## src/rtl/uart_pkg.sv

```systemverilog
// Shared types and constants for the UART transmitter.
// Optional feature macro: UART_TX_PARITY_EN (adds the PARITY state).
package uart_pkg;

  // Parity sense encodings for the PARITY_ODD parameter.
  localparam int unsigned PAR_EVEN = 0;
  localparam int unsigned PAR_ODD  = 1;

`ifdef UART_TX_PARITY_EN
  typedef enum logic [2:0] {
    IDLE   = 3'd0,
    START  = 3'd1,
    DATA   = 3'd2,
    PARITY = 3'd3,
    STOP   = 3'd4
  } state_t;
`else
  typedef enum logic [2:0] {
    IDLE  = 3'd0,
    START = 3'd1,
    DATA  = 3'd2,
    STOP  = 3'd4
  } state_t;
`endif

endpackage

```

## src/rtl/uart_baud_gen.sv

```systemverilog
// Bit-period counter: strobes bit_end_c on the last cycle of a bit and
// restarts from zero on clear or after each strobe.
module uart_baud_gen #(
  parameter int unsigned CNT_W = 8
) (
  input  logic             clk,
  input  logic             rst,
  input  logic             clear,
  input  logic [CNT_W-1:0] last,
  output logic             bit_end_c
);

  logic [CNT_W-1:0] count;

  assign bit_end_c = (count == last);

  // Count cycles within the current bit; wrap at every bit boundary.
  always_ff @(posedge clk or posedge rst) begin
    if (rst) begin
      count <= '0;
    end else if (clear || bit_end_c) begin
      count <= '0;
    end else begin
      count <= count + CNT_W'(1);
    end
  end

endmodule

```

## src/rtl/uart_tx_cfg.sv

```systemverilog
// UART transmitter with a one-deep holding register for gapless frames.
// Optional feature macro: UART_TX_PARITY_EN (one parity bit after data).
module uart_tx_cfg
  import uart_pkg::*;
#(
  parameter int unsigned CLKS_PER_BIT = 217,
  parameter int unsigned DATA_BITS    = 8,
  parameter int unsigned STOP_BITS    = 1,
  parameter int unsigned PARITY_ODD   = 0
) (
  input  logic                 i_Clock,
  input  logic                 i_Rst,
  input  logic                 i_TX_DV,
  input  logic [DATA_BITS-1:0] i_TX_Byte,
  output logic                 o_TX_Ready,
  output logic                 o_TX_Active,
  output logic                 o_TX_Serial,
  output logic                 o_TX_Done
);

  localparam int unsigned CNT_W = $clog2(CLKS_PER_BIT * STOP_BITS);
  localparam int unsigned IDX_W = $clog2(DATA_BITS);
  localparam logic [CNT_W-1:0] BIT_LAST  = CNT_W'(CLKS_PER_BIT - 1);
  localparam logic [CNT_W-1:0] STOP_LAST = CNT_W'(CLKS_PER_BIT * STOP_BITS - 1);
  localparam logic [IDX_W-1:0] IDX_LAST  = IDX_W'(DATA_BITS - 1);

  // Reject illegal parameter combinations at elaboration.
  if (CLKS_PER_BIT < 2) begin : g_bad_clks
    $error("CLKS_PER_BIT must be at least 2");
  end
  if (DATA_BITS < 5 || DATA_BITS > 9) begin : g_bad_data
    $error("DATA_BITS must be 5..9");
  end
  if (STOP_BITS < 1 || STOP_BITS > 2) begin : g_bad_stop
    $error("STOP_BITS must be 1 or 2");
  end
  if (PARITY_ODD != PAR_EVEN && PARITY_ODD != PAR_ODD) begin : g_bad_par
    $error("PARITY_ODD must be 0 or 1");
  end

  state_t               state_q, state_n;
  logic [DATA_BITS-1:0] data_q, data_n;
  logic [DATA_BITS-1:0] hold_q, hold_n;
  logic                 hold_full_q, hold_full_n;
  logic [IDX_W-1:0]     bit_idx_q, bit_idx_n;
  logic                 serial_n, active_n, done_n, ready_n;
  logic                 accept_c;
  logic                 bit_end_c;
  logic [CNT_W-1:0]     last_c;

  assign accept_c = i_TX_DV && o_TX_Ready;
  assign last_c   = (state_q == STOP) ? STOP_LAST : BIT_LAST;

  uart_baud_gen #(
    .CNT_W (CNT_W)
  ) u_baud_gen (
    .clk       (i_Clock),
    .rst       (i_Rst),
    .clear     (state_q == IDLE),
    .last      (last_c),
    .bit_end_c (bit_end_c)
  );

  // Next-state, buffer management and next values of the registered outputs.
  always_comb begin
    state_n     = state_q;
    data_n      = data_q;
    hold_n      = hold_q;
    hold_full_n = hold_full_q;
    bit_idx_n   = bit_idx_q;
    done_n      = 1'b0;
    serial_n    = 1'b1;

    if (accept_c && state_q != IDLE) begin
      hold_n      = i_TX_Byte;
      hold_full_n = 1'b1;
    end

    case (state_q)
      IDLE: begin
        if (accept_c) begin
          data_n    = i_TX_Byte;
          bit_idx_n = '0;
          state_n   = START;
        end
      end
      START: begin
        if (bit_end_c) state_n = DATA;
      end
      DATA: begin
        if (bit_end_c) begin
          if (bit_idx_q == IDX_LAST) begin
            bit_idx_n = '0;
`ifdef UART_TX_PARITY_EN
            state_n   = PARITY;
`else
            state_n   = STOP;
`endif
          end else begin
            bit_idx_n = bit_idx_q + IDX_W'(1);
          end
        end
      end
`ifdef UART_TX_PARITY_EN
      PARITY: begin
        if (bit_end_c) state_n = STOP;
      end
`endif
      STOP: begin
        if (bit_end_c) begin
          done_n = 1'b1;
          if (hold_full_q) begin
            data_n      = hold_q;
            hold_full_n = 1'b0;
            state_n     = START;
          end else if (accept_c) begin
            // A byte arriving on the final stop cycle starts the next frame directly.
            data_n      = i_TX_Byte;
            hold_full_n = 1'b0;
            state_n     = START;
          end else begin
            state_n = IDLE;
          end
        end
      end
      default: state_n = IDLE;
    endcase

    case (state_n)
      START:   serial_n = 1'b0;
      DATA:    serial_n = data_n[bit_idx_n];
`ifdef UART_TX_PARITY_EN
      PARITY:  serial_n = (^data_n) ^ (PARITY_ODD == PAR_ODD);
`endif
      default: serial_n = 1'b1;
    endcase

    active_n = (state_n != IDLE);
    ready_n  = !hold_full_n;
  end

  // State, datapath and output registers.
  always_ff @(posedge i_Clock or posedge i_Rst) begin
    if (i_Rst) begin
      state_q     <= IDLE;
      data_q      <= '0;
      hold_q      <= '0;
      hold_full_q <= 1'b0;
      bit_idx_q   <= '0;
      o_TX_Serial <= 1'b1;
      o_TX_Active <= 1'b0;
      o_TX_Done   <= 1'b0;
      o_TX_Ready  <= 1'b1;
    end else begin
      state_q     <= state_n;
      data_q      <= data_n;
      hold_q      <= hold_n;
      hold_full_q <= hold_full_n;
      bit_idx_q   <= bit_idx_n;
      o_TX_Serial <= serial_n;
      o_TX_Active <= active_n;
      o_TX_Done   <= done_n;
      o_TX_Ready  <= ready_n;
    end
  end

endmodule

```

## config.mk

```make
export PLATFORM = sky130hd
export DESIGN_NAME = uart_tx_cfg
export DESIGN_NICKNAME = d
export VERILOG_FILES = /design/src/rtl/uart_pkg.sv /design/src/rtl/uart_baud_gen.sv /design/src/rtl/uart_tx_cfg.sv
export SDC_FILE = /design/constraint.sdc
export NUM_CORES = 1
export LEC_CHECK = 0
export ABC_AREA = 0
export BUFFER_PORTS_ARGS = -buffer_cell sky130_fd_sc_hd__buf_4
export CORE_ASPECT_RATIO = 0.5
export CORE_MARGIN = 2
export CORE_UTILIZATION = 41
export DETAILED_ROUTE_END_ITERATION = 16
export SYNTH_ARGS = -nofsm -noshare
export SYNTH_HDL_FRONTEND = slang
export SYNTH_HIERARCHICAL = 1
export SYNTH_SLANG_ARGS = --single-unit
```

## constraint.sdc

```tcl
create_clock -name i_Clock -period 5.3 [get_ports i_Clock]
set_input_delay 0.265 -clock i_Clock [delete_from_list [all_inputs] [get_ports i_Clock]]
set_output_delay 0.265 -clock i_Clock [all_outputs]
set_load 0.05 [all_outputs]
```

==> results.cfg <==
[global_routing]
grt_max_degree = 28
grt_overflow = 0
antenna_found_initial = 0
grt_pass1_vias = 1387
grt_pass1_wl_mm = 6.37
grtUsageTotal_pct = 15.8

[power_and_ir_drop]
p_per_area_mw_per_mm2 = 211
leakage_nw = 0.982
ir_drop_mv = 0.117

[sta]
slew_violations = 0
worst_pin_slew_ps = 1040
hold_viol_final = 0
max_slew_margin_pct = 30.8
clock_skew_ps = 5.05
rsz0062_at_grt = false
finalCritPeriodShare_pct = 57.5
max_freq_mhz = 328
tns_ps = 0
setup_viol = 0
fin_crit_ps = 3050

[clock_tree]
cts_sinks = 35
htree_levels = 2
clk_path_buf_depth = 2
ctsResizeCount = 0
cts_tree = done
cts.hold.buffers_added = 1
clk_latency_ps = 280
cts_buffers = 5
cts-root-buf = clkbuf_8
path_clk_slew_ps = 70
post_cts_buffers = 0

[floorplan]
ios = 15
die_y_um = 53.2
dieArea_mm2 = 0.00545
fp.dieW_um = 102
core-area_mm2 = 0.00453
initial_core_util_pct = 43.8
rows = 17

[critical_path]
cp_slowest_cell = and2_1
crit_type = reg2reg
crit_path_max_incr_delay_ps = 550
path_buf_inv = 0
crit_end = o_TX_Serial$_DFF_PP1_
crit-reg2reg-capture = o_TX_Serial$_DFF_PP1_
critPathLaunch = u_baud_gen/count[2]$_DFF_PP0_
path_depth = 9
crit_arrival_ps = 3230
crit_chain = xor2_1 -> nor4_4 -> and2_1 -> nor2b_2 -> nand3b_4 -> a221o_1 -> mux2_1 -> nand3b_1 -> a41oi_2
r2r.worst_path.cells = 9
crit_family = simple AND/OR/NAND/NOR gates
rr_startpoint = u_baud_gen/count[2]$_DFF_PP0_
end_kind = register
cp_max_fo = 16
critPathLaunchType = register
rrSetupSlack_ps = 2250
worstPathRequired_ps = 5480

[synth]
yosys_register_bits = 35
synth.distinct_cells = 59
synth_ff_type = dfrtp_1
yosysWarnings = 6
ys_seq_area_share_pct = 44.2
async_reset_ff_share_pct = 100
postSynthAreaPerCell_um2 = 11.0
syn_inst = 180
netlist_area_mm2 = 0.00199
synth-edff-count = 0

[detailed_routing]
avgViaCountPerCell = 5.28
drc = 0
wirelength_mm = 3.77
vias = 1398
first_pass_iters = 4
drt-initial-drc-count = 81
detail_route.wl_per_cell_um = 14.2
ant_nets = 0

[layout]
instances_no_fill = 265
area_growth_pct = 11.8
final_cell_mix = dfrtp_1 (33), buf_4 (14), nand2_1 (11), xor2_1 (10), nand3_1 (9)
final_nets = 212
diodes = 0
final_common_cell = dfrtp_1
drive_gt1_share_pct = 22.6

[run_status]
status = complete, no violations

[place]
gp_congestion = 0.773
place_hpwl_mm = 2.73
port_buffers = 14
placed_cells = 256

[job]
max-cap-violations = 0

[worst_hold_path]
hold_path.class = in2reg
## worst min path at each step
stage            startpoint                       endpoint  slack, ps  cells past startpoint
2_1_floorplan         i_Rst  u_baud_gen/count[0]$_DFF_PP0_         80                      1
5_1_grt        i_TX_Byte[5]          hold_q[5]$_DFFE_PP0P_        220                      2
3_5_place_dp          i_Rst  u_baud_gen/count[1]$_DFF_PP0_        240                      2
4_1_cts        i_TX_Byte[7]          hold_q[7]$_DFFE_PP0P_        210                      2
6_report       i_TX_Byte[2]          hold_q[2]$_DFFE_PP0P_        220                      2
3_3_place_gp          i_Rst  u_baud_gen/count[0]$_DFF_PP0_        250                      2
## flip-flops by register name, indices dropped and copies added, names as in the netlist
name and flops:
bit_idx_q 3, o_TX_Ready 1, o_TX_Serial 1, o_TX_Active 1, hold_full_q 1, hold_q 8, state_q 3, data_q 8
o_TX_Done 1, u_baud_gen/count 8
## metrics by stage
stage               hold WS, ps  utilization, %  power (mW)  area [um2]  setup WS, ps
finish                      220            49.0       0.469        2220          2250
detailed placement          242            47.0       0.292        2130          2250
floorplan                  80.7               -       0.282        2010          2780
CTS                         211            49.0       0.478        2220          2240
global placement            251            47.0       0.291        2130          2350
global route                220            49.0       0.490        2220          1980
## final cells by class
type | count | area, um2
Fill cell | 436 | 2310
Multi-Input combinational cell | 135 | 1040
Sequential cell | 35 | 878
Timing Repair Buffer | 15 | 115
Tap cell | 66 | 82.6
Clock buffer | 7 | 76.3
Inverter | 6 | 22.5
Clock inverter | 1 | 5.00
## kinds of logic (layout without fill, tap and decap cells)
group | after synthesis | after routing | share of synthesized area [%]
flip-flops | 35 | 35 | 44.2
AO/OA/AOI/OAI | 47 | 47 | 19.9
XOR/XNOR | 11 | 11 | 4.85
AND/OR/NAND/NOR | 56 | 56 | 18.7
adder cells (fa/ha/maj) | 3 | 3 | 1.89
multiplexers | 10 | 10 | 5.61
other | 2 | 8 | 0.378
buffers and inverters | 16 | 29 | 4.47
## report_power, final
| group | switching [mW] | internal (mW) | total [mW] |
|---|---|---|---|
| clock network | 0.0904 | 0.0921 | 0.183 |
| registers | 0 | 0.267 | 0.267 |
| logic | 0.0120 | 0.00738 | 0.0194 |
## cell usage after synthesis, types with 2 or more instances
cell	n	area share, %
nand2b_1	4	1.3
mux2_2	8	4.5
a221o_1	3	1.5
o2bb2ai_1	2	0.88
conb_1	2	0.38
nand3_1	9	2.3
dfrtp_1	33	42
a211oi_1	5	1.9
buf_2	5	1.3
a22oi_1	4	1.5
inv_1	6	1.1
a221oi_1	3	1.3
or3_1	4	1.3
ha_1	3	1.9
buf_6	3	1.7
a21oi_1	6	1.5
and2_1	3	0.95
o211ai_1	2	0.76
nand2_1	11	2.1
o31a_1	2	0.88
dfstp_2	2	2.6
xor2_1	10	4.4
nor2_1	7	1.3
o21ai_0	7	1.8
nor4_4	2	2.1
## per-layer routing
metal  GRT usage, %  wire, um  up-vias
met3           4.36       128        4
met1           20.5      1930      684
met4           5.56        36        0
met2           25.7      1680       19
li1               -         -      691
met5              0         0        -
## worst reg2reg max path: stages (launching register included)
cell and delay (ps):
dfrtp_1 450, xor2_1 190, nor4_4 500, and2_1 550, nor2b_2 180, nand3b_4 220, a221o_1 370, mux2_1 290
nand3b_1 100, a41oi_2 110
No activity file was read; power rests on OpenSTA's default activity.
